**config.mk**
```make
export PLATFORM = sky130hd
export DESIGN_NAME = i2c_target
export DESIGN_NICKNAME = d
export VERILOG_FILES = /design/src/rtl/i2c_pkg.sv /design/src/rtl/i2c_in_filter.sv /design/src/rtl/i2c_target.sv
export SDC_FILE = /design/constraint.sdc
export NUM_CORES = 1
export LEC_CHECK = 0
export ABC_AREA = 1
export CAP_MARGIN = 15
export CORE_ASPECT_RATIO = 1.1
export CORE_UTILIZATION = 49
export CTS_CLUSTER_DIAMETER = 50
export DETAILED_ROUTE_END_ITERATION = 12
export PLACE_DENSITY = 0.66
export RECOVER_POWER = 100
export SYNTH_ARGS = -nofsm -noshare
export SYNTH_HDL_FRONTEND = slang
export SYNTH_SLANG_ARGS = --single-unit
```
**constraint.sdc**
```tcl
create_clock -name i_clk -period 1.95 [get_ports i_clk]
set_clock_uncertainty 0.2 [all_clocks]
set_input_delay 0.195 -clock i_clk [delete_from_list [all_inputs] [get_ports i_clk]]
set_output_delay 0.195 -clock i_clk [all_outputs]
set_load 0.05 [all_outputs]
```
**src/rtl/i2c_pkg.sv**
```systemverilog
// Shared I2C definitions: target FSM state encoding, ACK/NACK bus levels and
// the default board device address (also used by the i2c_master top).
package i2c_pkg;

  typedef enum logic [3:0] {
    IDLE,
    ADDR,
    ADDR_ACK,
    REG,
    REG_ACK,
    WDATA,
    WDATA_ACK,
    RDATA,
    RDATA_ACK,
    IGNORE
  } i2c_tgt_state_t;

  localparam logic       I2C_ACK          = 1'b0;
  localparam logic       I2C_NACK         = 1'b1;
  localparam logic [6:0] I2C_DEFAULT_ADDR = 7'h3B;

endpackage

```
**src/rtl/i2c_in_filter.sv**
```systemverilog
// I2C pin conditioner: 2-flop synchronizer followed by a stable-value filter.
// The output only follows the synchronized input after it has differed from
// the current output for FILT consecutive cycles (pin-to-output 2+FILT cycles).
// Ports:
//   i_clk, i_rst : clock, synchronous active-high reset (output resets high,
//                  the idle level of an open-drain bus)
//   i_pin        : raw pin level
//   o_filt       : synchronized, deglitched level
module i2c_in_filter #(
  parameter int unsigned FILT = 3
) (
  input  logic i_clk,
  input  logic i_rst,
  input  logic i_pin,
  output logic o_filt
);

  localparam int unsigned CW = $clog2(FILT + 1);

  logic [1:0]    sync_q;
  logic [CW-1:0] cnt_q;
  logic          filt_q;

  always_ff @(posedge i_clk) begin
    if (i_rst) begin
      sync_q <= '1;
      cnt_q  <= '0;
      filt_q <= 1'b1;
    end else begin
      sync_q <= {sync_q[0], i_pin};
      if (sync_q[1] != filt_q) begin
        if (cnt_q == CW'(FILT - 1)) begin
          filt_q <= sync_q[1];
          cnt_q  <= '0;
        end else begin
          cnt_q <= cnt_q + 1'b1;
        end
      end else begin
        cnt_q <= '0;
      end
    end
  end

  assign o_filt = filt_q;

endmodule

```
**src/rtl/i2c_target.sv**
```systemverilog
// I2C target responder with an internal register file.
// Write: [addr+W] [reg pointer] [data...]; each data byte commits to reg[ptr]
// and post-increments ptr. Read: pointer write, repeated START, [addr+R],
// then bytes from reg[ptr] with post-increment until the master NACKs.
// No clock stretching; SDA is open-drain (o_sda=0 pulls low, 1 releases).
// Ports:
//   i_clk, i_rst          : clock (>= 20x SCL), synchronous active-high reset
//   i_scl, i_sda          : bus pin levels
//   o_sda                 : SDA drive (0 = pull low, 1 = release)
//   o_wr_stb/addr/data    : one-cycle notification of a committed write
//   i_lrd_addr/o_lrd_data : combinational local read port
//   o_busy                : addressed transaction in progress
module i2c_target
  import i2c_pkg::*;
#(
  parameter logic [6:0]  DEV_ADDR = I2C_DEFAULT_ADDR,
  parameter int unsigned DEPTH    = 16,
  parameter int unsigned FILT     = 3,
  localparam int unsigned AW      = $clog2(DEPTH)
) (
  input  logic          i_clk,
  input  logic          i_rst,
  input  logic          i_scl,
  input  logic          i_sda,
  output logic          o_sda,
  output logic          o_wr_stb,
  output logic [AW-1:0] o_wr_addr,
  output logic [7:0]    o_wr_data,
  input  logic [AW-1:0] i_lrd_addr,
  output logic [7:0]    o_lrd_data,
  output logic          o_busy
);

  logic scl_f, sda_f;

  i2c_in_filter #(.FILT(FILT)) u_scl_filt (
    .i_clk (i_clk),
    .i_rst (i_rst),
    .i_pin (i_scl),
    .o_filt(scl_f)
  );

  i2c_in_filter #(.FILT(FILT)) u_sda_filt (
    .i_clk (i_clk),
    .i_rst (i_rst),
    .i_pin (i_sda),
    .o_filt(sda_f)
  );

  i2c_tgt_state_t state_q;
  logic           scl_prev_q, sda_prev_q;
  logic [2:0]     bitcnt_q;
  logic [7:0]     shift_q;
  logic           rw_q;
  logic           ack_q;  // ACK states: ACK bit is on the bus; RDATA_ACK: master ACKed
  logic [AW-1:0]  ptr_q;
  logic           sda_q;
  logic           busy_q;
  logic           wr_stb_q;
  logic [AW-1:0]  wr_addr_q;
  logic [7:0]     wr_data_q;
  logic [7:0]     regs_q [DEPTH];

  logic       scl_rise, scl_fall, start_det, stop_det;
  logic [7:0] rx_byte;

  assign scl_rise  = scl_f & ~scl_prev_q;
  assign scl_fall  = ~scl_f & scl_prev_q;
  // SCL must be high on both sides of the SDA edge, so an SDA change that
  // lands in the same cycle as an SCL edge is never taken as START/STOP.
  assign start_det = scl_f & scl_prev_q & sda_prev_q & ~sda_f;
  assign stop_det  = scl_f & scl_prev_q & ~sda_prev_q & sda_f;
  assign rx_byte   = {shift_q[6:0], sda_f};

  always_ff @(posedge i_clk) begin
    if (i_rst) begin
      state_q    <= IDLE;
      scl_prev_q <= 1'b1;
      sda_prev_q <= 1'b1;
      bitcnt_q   <= '0;
      shift_q    <= '0;
      rw_q       <= 1'b0;
      ack_q      <= 1'b0;
      ptr_q      <= '0;
      sda_q      <= 1'b1;
      busy_q     <= 1'b0;
      wr_stb_q   <= 1'b0;
      wr_addr_q  <= '0;
      wr_data_q  <= '0;
      regs_q     <= '{default: '0};
    end else begin
      scl_prev_q <= scl_f;
      sda_prev_q <= sda_f;
      wr_stb_q   <= 1'b0;
      // Commit one cycle after the strobe so the local port shows the old
      // value during the strobe cycle.
      if (wr_stb_q) regs_q[wr_addr_q] <= wr_data_q;

      if (start_det) begin
        state_q  <= ADDR;
        bitcnt_q <= '0;
        ack_q    <= 1'b0;
        sda_q    <= 1'b1;
      end else if (stop_det) begin
        state_q <= IDLE;
        sda_q   <= 1'b1;
        busy_q  <= 1'b0;
      end else begin
        case (state_q)
          ADDR, REG, WDATA: begin
            if (scl_rise) begin
              shift_q  <= rx_byte;
              bitcnt_q <= bitcnt_q + 1'b1;
              ack_q    <= 1'b0;
              if (bitcnt_q == 3'd7) begin
                if (state_q == ADDR) begin
                  if (rx_byte[7:1] == DEV_ADDR) begin
                    state_q <= ADDR_ACK;
                    busy_q  <= 1'b1;
                    rw_q    <= rx_byte[0];
                  end else begin
                    state_q <= IGNORE;
                    busy_q  <= 1'b0;
                  end
                end else if (state_q == REG) begin
                  ptr_q   <= rx_byte[AW-1:0];
                  state_q <= REG_ACK;
                end else begin
                  wr_stb_q  <= 1'b1;
                  wr_addr_q <= ptr_q;
                  wr_data_q <= rx_byte;
                  ptr_q     <= ptr_q + 1'b1;
                  state_q   <= WDATA_ACK;
                end
              end
            end
          end

          ADDR_ACK, REG_ACK, WDATA_ACK: begin
            if (scl_fall) begin
              if (!ack_q) begin
                sda_q <= I2C_ACK;
                ack_q <= 1'b1;
              end else begin
                ack_q    <= 1'b0;
                bitcnt_q <= '0;
                if (state_q == ADDR_ACK && rw_q) begin
                  // Bit 7 goes straight to the pin; the rest queue up MSB-first.
                  sda_q   <= regs_q[ptr_q][7];
                  shift_q <= {regs_q[ptr_q][6:0], 1'b0};
                  state_q <= RDATA;
                end else begin
                  sda_q   <= 1'b1;
                  state_q <= (state_q == ADDR_ACK) ? REG : WDATA;
                end
              end
            end
          end

          RDATA: begin
            if (scl_fall) begin
              if (bitcnt_q == 3'd7) begin
                sda_q   <= 1'b1;
                ptr_q   <= ptr_q + 1'b1;
                ack_q   <= 1'b0;
                state_q <= RDATA_ACK;
              end else begin
                bitcnt_q <= bitcnt_q + 1'b1;
                sda_q    <= shift_q[7];
                shift_q  <= {shift_q[6:0], 1'b0};
              end
            end
          end

          RDATA_ACK: begin
            if (scl_rise) begin
              if (sda_f == I2C_NACK) state_q <= IGNORE;
              else                   ack_q   <= 1'b1;
            end else if (scl_fall && ack_q) begin
              sda_q    <= regs_q[ptr_q][7];
              shift_q  <= {regs_q[ptr_q][6:0], 1'b0};
              bitcnt_q <= '0;
              ack_q    <= 1'b0;
              state_q  <= RDATA;
            end
          end

          default: ;  // IDLE, IGNORE: wait for START/STOP
        endcase
      end
    end
  end

  assign o_sda      = sda_q;
  assign o_busy     = busy_q;
  assign o_wr_stb   = wr_stb_q;
  assign o_wr_addr  = wr_addr_q;
  assign o_wr_data  = wr_data_q;
  assign o_lrd_data = regs_q[i_lrd_addr];

endmodule

```
==> Yosys cells after proc, flatten, opt, wreduce, memory -nomap -nowiden <==
Cells that the tools add are included.
{ "classes": {"addsub": 4, "magnitude_cmp": 4, "n_eq_ne": 36, "mux": 74, "bitwise": 23, "n_reduce_logical": 30} }
{ "op_table": {"columns": ["operator", "count"], "rows": [
  ["128-bit bitwise mux", 1],
  ["8-bit two-way mux", 13],
  ["4-bit two-way mux", 17],
  ["8-bit binary-select mux with 4-bit select", 2],
  ["8-bit demux with 4-bit select", 1],
  ["8-bit case mux with 4 select lines", 1],
  ["3-bit two-way mux", 9],
  ["9-bit AND reduction", 3],
  ["1-bit two-way mux", 24],
  ["4-bit != test (second input constant)", 6],
  ["2-bit != test (second input constant)", 11],
  ["4-bit by 3-bit == test with 1-bit output (second input constant)", 4],
  ["4-bit case mux with 4 select lines", 1],
  ["8-bit AND reduction", 2],
  ["5-bit greater-or-equal comparator (second input constant)", 3],
  ["4-bit inverter with 5-bit output", 3],
  ["3-bit OR reduction", 5],
  ["7-bit AND reduction", 2],
  ["1-bit inverter", 13],
  ["3-bit case mux with 4 select lines", 1],
  ["11-bit AND reduction", 1],
  ["5-bit AND reduction", 2],
  ["2-bit nonzero test", 5],
  ["4-bit by 2-bit == test with 1-bit output (second input constant)", 2],
  ["26 further kinds", 39]
]} }
{ "word_totals": {"ff_bits": 176, "in_bits": 8, "out_inout_bits": 23, "word_cells": 207} }

==> Longest topological paths before layout <==
Gate-level depths: netlist (run 1).
{ "logic_depth": {"word_depth": 8, "mapped_depth": 13, "depth_no_buf": 13} }

==> Modules after synthesis <==
A second synthesis (run 1) with hierarchy kept.
{ "unflattened": {"cells_unflattened": 1479, "area_unflattened_um2": 9335.2} }
{ "modules_own_cells": {"columns": ["mod", "n_inst", "cells_each", "area_per_inst_um2", "seq_area_each_um2"], "rows": [
  ["i2c_target", 1, 1441, 8979.9, 3323.2],
  ["i2c_in_filter", 2, 19, 177.7, 100.1]
]} }

==> Worst setup path after synthesis (run 1) <==
No wires, ideal clock.
{ "synth_path": {"path_type": "reg2reg", "start": "register wr_addr_q[0] (netlist: o_wr_addr[0])", "end": "register regs_q[7] (netlist bit)", "setup_time_ns": 0.120, "t_arrival_ns": 1.797, "required_ns": 1.630, "path_slack_ns": -0.167, "path_stages_with_launch": 8, "path_buffers": 0, "synth_period_minus_slack_ns": 2.117, "cell_sequence": "dfxtp_1 > inv_1 > nor3_1 > inv_1 > nor2_1 > clkinv_1 > o21ai_0 > a21oi_1"} }
{ "synth_via": {"elab_chain_cells": 6, "word_cells_on_any_way": 7, "classes_between": "order compare (2); mux (3); bitwise (1); reduce/logical (1)"} }
{ "synth_lines": {"columns": ["item", "line_no", "rtl"], "rows": [
  ["start, declared", "i2c_target.sv:60", "logic [AW-1:0] wr_addr_q;"],
  ["start signal, assigned", "i2c_target.sv:130", "wr_addr_q <= ptr_q;"],
  ["4-bit inverter with 5-bit output (implied by the code) (*)", "i2c_target.sv:97", "if (wr_stb_q) regs_q[wr_addr_q] <= wr_data_q;"],
  ["5-bit greater-or-equal comparator (implied by the code) / 5-bit by 1-bit less-than comparator with 1-bit output (equally long branches)", "i2c_target.sv:97", null],
  ["1-bit logical AND (implied by the code)", "i2c_target.sv:97", null],
  ["8-bit two-way mux (implied by the code)", "i2c_target.sv:97", null],
  ["8-bit demux with 4-bit select (*)", "i2c_target.sv:97", null],
  ["128-bit bitwise mux (*)", "i2c_target.sv:97", null],
  ["end signal, assigned by index", "i2c_target.sv:97", null],
  ["end, declared", "i2c_target.sv:62", "logic [7:0] regs_q [DEPTH];"]
]} }
Every way passes the cells marked *; elsewhere a longest branch is shown, timed or not.
A chain may end at the register's enable or synchronous reset.

==> Worst setup path after layout (run 1) <==
{ "layout_path": {"start": "register regs_q[82] (netlist bit)", "end": "output port o_lrd_data[2]"} }
{ "layout_via": {"elab_chain_cells": 3} }
{ "layout_lines": {"columns": ["item", "line_no", "rtl"], "rows": [
  ["8-bit binary-select mux with 4-bit select", "i2c_target.sv:199", "assign o_lrd_data = regs_q[i_lrd_addr];"],
  ["8-bit two-way mux (implied by the code) (2 in series)", "i2c_target.sv:199", null],
  ["end, declared", "i2c_target.sv:30", "output logic [7:0] o_lrd_data,"]
]} }
Every way passes these cells. The select of a mux whose other input is x is not followed.

==> results.sh, run 1 <==
export IMPL_finalMaxSlewViolations=0
export IMPL_mappedNetlistArea_sq_mm=0.009296
export IMPL_post_drt_wl_per_cell_microns=18.77
export IMPL_hold_path_class="in -> reg"
export IMPL_worst_setup_end_kind="output port"
export IMPL_finalCriticalPeriod_ps=2027
export IMPL_rsz0062_at_grt="true"
export IMPL_fmax_ghz=0.4933
export IMPL_netlist_area_leader_share_pct=37.90
export IMPL_global_route_usage_total_pct=33.43
export IMPL_die_h_microns=146.5
export IMPL_syn_nets=1412
export IMPL_setup_viol=7
export IMPL_synth_seq_cells=176
export IMPL_synthDistinctLibCells=40
export IMPL_tritoncts_num_buffers=17
export IMPL_vias=10154
export IMPL_number_of_buffers_inserted_by_port_buffering=30
export IMPL_synth_sequential_area_ratio_pct=37.90
export IMPL_worst_ep_arrival_time_ps=1630
export IMPL_hold_slack_ps=146.4
export IMPL_grt_start_max_net_pins=49
export IMPL_buffer_cell_driving_the_clock_tree_root="sky130_fd_sc_hd__clkbuf_16"
export IMPL_core_area_sq_mm=0.01848
export IMPL_boundaryPins=31
export IMPL_synth_async_sr_flop_share_pct=0
export IMPL_ctsLongestPathBuffers=2
export IMPL_grt_overflow_total=0
export IMPL_failed_checks="setup timing"
export IMPL_yosys_cell_count_top_type="sky130_fd_sc_hd__nor2_1"
export IMPL_die_width_microns=133.3
export IMPL_worst_slew_pin_slew_ps=638.4
export IMPL_drive_gt1_share_pct=21.59
export IMPL_path_max_fanout=2
export IMPL_first_global_vias=9155
export IMPL_area_delta_synth_final_pct=23.74
export IMPL_drtAntennaViolNets=0
export IMPL_vdd_ir_drop_worst_mv=0.6333
export IMPL_detail_route_drc_violations=0
export IMPL_initial_core_util_pct=50.31
export IMPL_pwr_density_cell_mw_per_mm2=873.5
export IMPL_numClockSinks=176
export IMPL_htreeDepth=4
export IMPL_yosys_area_top_type="sky130_fd_sc_hd__dfxtp_1"
export IMPL_ys_dominant_reg_cell="sky130_fd_sc_hd__dfxtp_1"
export IMPL_p_leak_nw=4.917
export IMPL_clk_transition_reported_paths_ps=70
export IMPL_grt_first_pass_wirelength_microns=50540
export IMPL_worstSetupPathType="reg -> out"
export IMPL_final_period_utilization_pct=104.0
export IMPL_worst_ep_required_time_ps=1550
export IMPL_hold_viol_final=0
export IMPL_outcome="finished, violations left"
export IMPL_num_fill_cells=1779
export IMPL_critPathLaunch="regs_q[82]$_SDFFE_PP0P_"
export IMPL_routabilityCongestion=0.9914
export IMPL_detailed_place_hpwl_microns=23020
export IMPL_min_delay_start="i_sda"
export IMPL_most_area_consuming_cells_after_synthesis="sky130_fd_sc_hd__dfxtp_1 38%, sky130_fd_sc_hd__o21ai_0 12%, sky130_fd_sc_hd__nor2_1 11%"
export IMPL_ys_top_cells_by_count="278 x sky130_fd_sc_hd__nor2_1, 217 x sky130_fd_sc_hd__o21ai_0, 183 x sky130_fd_sc_hd__nand2_1"
export IMPL_layout_nets=1496
export IMPL_die_area_sq_mm=0.01953
export IMPL_grt_antenna_before_repair=0
export IMPL_max_cap_violations=0
export IMPL_syn_mean_instance_area_sq_um=6.645
export IMPL_synth_edff_count=0
export IMPL_stdcell_area_sq_mm=0.01150
export IMPL_antenna_cells=0
export IMPL_slew_headroom_pct=57.44
export IMPL_dr_pass1_iters=6
export IMPL_cts_tree="built"
export IMPL_ys_warnings_count=0
export IMPL_placed_area_sq_mm=0.01064
export IMPL_insertion_delay_ps=440
export IMPL_routed_wirelength_microns=32640
export IMPL_drtIter0Drc=1338
export IMPL_fin_ws_ps=-77.12
export IMPL_num_rows=52
export IMPL_dpl_worst_slack_ps=-292.1
export IMPL_worst_setup_path_start_kind="flop"
export IMPL_crit_reg2reg_launch="state_q[0]$_SDFFE_PP0P_"
export IMPL_route_detailed_vias_per_inst=5.839
export IMPL_synthesis_instances=1399
export IMPL_final_power_mw=10.05
timing repair:
item,CTS,global route
gates resized for setup,63,99
setup buffers,4,9
setup endpoints to repair,21,101
hold buffers,0,0
pin swaps,23,35
cloned,1,2
critical path, cell delays in order, from the launching register on:
cell and delay [ps]:
sky130_fd_sc_hd__dfxtp_2 380, sky130_fd_sc_hd__o21ai_2 60, sky130_fd_sc_hd__o211ai_1 290, sky130_fd_sc_hd__o211ai_1 170, sky130_fd_sc_hd__nand2_1 150, sky130_fd_sc_hd__buf_12 150
layer usage:
metal / GRT usage (%) / share of wire, %
met1: 46.25 / 43
met2: 51.64 / 44
met3: 4.757 / 8.7
met4: 14.49 / 3.9
met5: 0 / 0
cells by family after synthesis:
family	synth area share, %
and+or+nand+nor	27.99
AOI/OAI and AO/OA	24.43
buffers and inverters	8.910
DFF	37.90
adders and majority gates	0.6729
xor gates and xnor gates	0.09423
power breakdown:
part | total [mW] | switching [mW] | internal [mW]
Sequential | 3.80 | 0.104 | 3.70
Combinational | 3.01 | 1.90 | 1.12
Clock | 3.24 | 1.57 | 1.67
path summary, 6_finish.rpt:
path	slack, ps	end	depth (start not counted)
hold reg to reg	210	u_scl_filt.sync_q[1]$_SDFF_PP1_	1
setup reg to reg	-30	shift_q[6]$_SDFFE_PP0P_	10
setup / recovery	-80	o_lrd_data[2]	5
hold / removal	150	u_sda_filt.sync_q[0]$_SDFF_PP1_	2
metrics by stage:
stage               setup TNS [ps]  utilization, %  instances
floorplan                        0               -       1399
global placement             -1872           57.60       1691
detailed placement           -2049           57.60       1691
CTS                         -225.4           61.30       1728
global route                 -3461           62.26       1739
finish                      -228.7           62.26       1739
area by class of cell:
type | instances | area (sq um) | share of cell area [%]
Multi-Input combinational cell | 1017 | 5146 | 44.74
Sequential cell | 176 | 3585 | 31.16
Timing Repair Buffer | 146 | 1454 | 12.64
Inverter | 125 | 478.0 | 4.155
Clock buffer | 20 | 436.7 | 3.796
Tap cell | 243 | 304.0 | 2.643
Clock inverter | 12 | 100.1 | 0.8701
sequential cells by signal (all words and copies together), names as in the netlist, 2 cells and up:
name               flops
u_scl_filt.sync_q      2
state_q                4
shift_q                8
ptr_q                  4
u_scl_filt.cnt_q       2
u_sda_filt.sync_q      2
bitcnt_q               3
o_wr_addr              4
o_wr_data              8
regs_q               128
u_sda_filt.cnt_q       2
cells in the final DEF (no fill, tap or decap), drive strengths merged, types with 4 or more instances in the layout:
cell type	synthesis	layout
or2	4	4
inv	114	124
buf	23	120
o211ai	29	29
a21oi	116	116
clkbuf	59	34
nand2	194	194
o2111ai	12	12
dlygate4sd2	0	6
nor2	289	290
nand3	93	93
ha	5	5
nand4	8	8
nor3	12	12
clkinv	11	10
o21ai	222	222
dfxtp	176	176
o221ai	14	14
a211oi	9	9
No activity file was read; power rests on OpenSTA's default activity.
==> inputs of run 2 (changes only) <==
- CELL_PAD_IN_SITES_DETAIL_PLACEMENT: not set -> 1
- CELL_PAD_IN_SITES_GLOBAL_PLACEMENT: not set -> 1
- CORE_UTILIZATION: 49 -> 44
- CTS_CLUSTER_DIAMETER: 50 -> not set
- PLACE_DENSITY: 0.66 -> not set
- PLACE_DENSITY_LB_ADDON: not set -> 0.1
==> run 2 against run 1 <==
  * Sequential power about the same
  * Register-to-register slack got worse by 20 ps
  * The flow still finishes with violations (setup timing)
  * Final area increased by 5.3%
  * Sequential share of layout area decreased by 1.4 points
  * Die area increased by 11%
  * Global-route usage increased by 3.7 points
  * Setup slack got worse by 49 ps
  * Critical endpoint is now o_lrd_data[0]
  * Hold slack got worse by 42 ps
==> results.sh, run 2 (synthesis results as in run 1) <==
export IMPL_finalMaxSlewViolations=0
export IMPL_insertion_delay_ps=450
export IMPL_grt_start_max_net_pins=69
export IMPL_path_max_fanout=3
export IMPL_die_width_microns=140.6
export IMPL_routed_wirelength_microns=41330
export IMPL_htreeDepth=4
export IMPL_vdd_ir_drop_worst_mv=0.5916
export IMPL_core_area_sq_mm=0.02064
export IMPL_clk_transition_reported_paths_ps=80
export IMPL_detail_route_drc_violations=0
export IMPL_grt_first_pass_wirelength_microns=61280
export IMPL_worst_ep_required_time_ps=1550
export IMPL_crit_path_max_incr_delay_ps=340
export IMPL_drive_gt1_share_pct=26.55
export IMPL_buffer_cell_driving_the_clock_tree_root="sky130_fd_sc_hd__clkbuf_16"
export IMPL_largest_register="regs_q"
export IMPL_failed_checks="setup timing"
export IMPL_fmax_ghz=0.4818
export IMPL_numClockSinks=176
export IMPL_first_global_vias=10874
export IMPL_boundaryPins=31
export IMPL_finalCriticalPeriod_ps=2076
export IMPL_cell_count_post_placement=1709
export IMPL_layout_cells_most_common="sky130_fd_sc_hd__nor2_1"
export IMPL_worst_slew_pin_slew_ps=625.4
export IMPL_route_detailed_vias_per_inst=6.198
export IMPL_worst_setup_end_kind="output port"
export IMPL_global_route_usage_total_pct=37.10
export IMPL_antenna_cells=0
export IMPL_outcome="finished, violations left"
export IMPL_drtAntennaViolNets=0
export IMPL_post_drt_wl_per_cell_microns=23.30
export IMPL_worst_setup_path_start_kind="flop"
export IMPL_die_h_microns=154.5
export IMPL_tritoncts_num_buffers=17
export IMPL_cp_buffers_inverters=2
export IMPL_final_power_mw=11.18
export IMPL_rsz0062_at_grt="true"
export IMPL_number_of_buffers_inserted_by_port_buffering=30
export IMPL_final_period_utilization_pct=106.4
export IMPL_vias=10995
export IMPL_hold_slack_ps=104.8
export IMPL_grt_antenna_before_repair=0
export IMPL_cts_hold_buffers_added=0
export IMPL_hold_path_class="in -> reg"
export IMPL_most_common_layout_cells="263 x sky130_fd_sc_hd__nor2_1, 177 x sky130_fd_sc_hd__o21ai_0, 168 x sky130_fd_sc_hd__nand2_1, 130 x sky130_fd_sc_hd__dfxtp_1, 102 x sky130_fd_sc_hd__a21oi_1"
export IMPL_crit_path_cell_trace="inv_1 > a21oi_1 > o21ai_0 > nand3_1 > nand3_4 > nand2_2 > buf_12"
export IMPL_setup_viol=14
export IMPL_max_reg_flops=128
export IMPL_dr_pass1_iters=5
export IMPL_routabilityCongestion=0.9107
export IMPL_dpl_worst_slack_ps=-394.0
export IMPL_area_delta_synth_final_pct=30.32
export IMPL_die_area_sq_mm=0.02171
export IMPL_cts_tree="built"
export IMPL_num_fill_cells=2611
export IMPL_initial_core_util_pct=45.03
export IMPL_num_rows=55
export IMPL_critPathSlowestCell="sky130_fd_sc_hd__dfxtp_1"
export IMPL_worst_ep_arrival_time_ps=1680
export IMPL_pwr_density_cell_mw_per_mm2=922.5
export IMPL_detailed_place_hpwl_microns=26350
export IMPL_hold_viol_final=0
export IMPL_worstSetupPathType="reg -> out"
export IMPL_p_leak_nw=5.136
export IMPL_max_cap_violations=0
export IMPL_ctsLongestPathBuffers=2
export IMPL_final_cells=1774
export IMPL_slew_headroom_pct=58.31
export IMPL_cp_top_family="flip-flops"
export IMPL_layout_nets=1519
export IMPL_grt_overflow_total=0
export IMPL_fin_ws_ps=-125.7
export IMPL_drtIter0Drc=879
## run 2: path summary, 6_finish.rpt
check,start,to,slack (ps),depth (start not counted)
worst max-delay path,regs_q[8]$_SDFFE_PP0P_,o_lrd_data[0],-130,7
worst min register to register,u_scl_filt.cnt_q[0]$_SDFF_PP0_,u_scl_filt.cnt_q[0]$_SDFF_PP0_,210,1
worst max register to register,state_q[2]$_SDFFE_PP0P_,shift_q[1]$_SDFFE_PP0P_,-50,12
worst min-delay path,i_scl,u_scl_filt.sync_q[0]$_SDFF_PP1_,100,2
## run 2: report_power, final
part	switching [mW]	internal, mW	total [mW]
Clock	1.75	2.09	3.84
Sequential	0.114	3.69	3.80
Combinational	2.20	1.34	3.53
Total	4.06	7.11	11.2
## run 2: repair_timing
item                       4_1_cts  5_1_grt
pin swaps                       31       49
setup endpoints to repair       33      107
cloned                           3        3
setup buffers                    7       21
resized for setup              101      145
hold endpoints to repair         0        0
## run 2: final cells by class
type,instances,area (sq um),share of cell area [%]
clock buffers,17,425.4,3.511
well taps,256,320.3,2.644
flip-flops and latches,176,3603,29.74
multi-input cells,1016,5354,44.19
clock inverters,14,211.5,1.745
repair buffers,170,1697,14.00
inverters,125,504.2,4.162
## run 2: stage by stage
step	cell area [sq um]	setup TNS, ps	utilization, %
after floorplan	9308	0	-
after global placement	10680	-2314	51.72
after detailed placement	10680	-2922	51.72
after CTS	11620	-101.2	56.29
after global routing	12120	-4056	58.68
final	12120	-638.3	58.68
## run 2: metal layers
| layer | wire length [microns] | share of wire, % | vias up | track usage (%) |
|---|---|---|---|---|
| li1 | - | - | 4892 | - |
| met1 | 16550 | 40 | 5364 | 46.18 |
| met2 | 19350 | 47 | 572 | 62.17 |
| met3 | 3080 | 7.5 | 167 | 5.882 |
| met4 | 2346 | 5.7 | 0 | 18.89 |
| met5 | 0 | 0 | - | 0 |
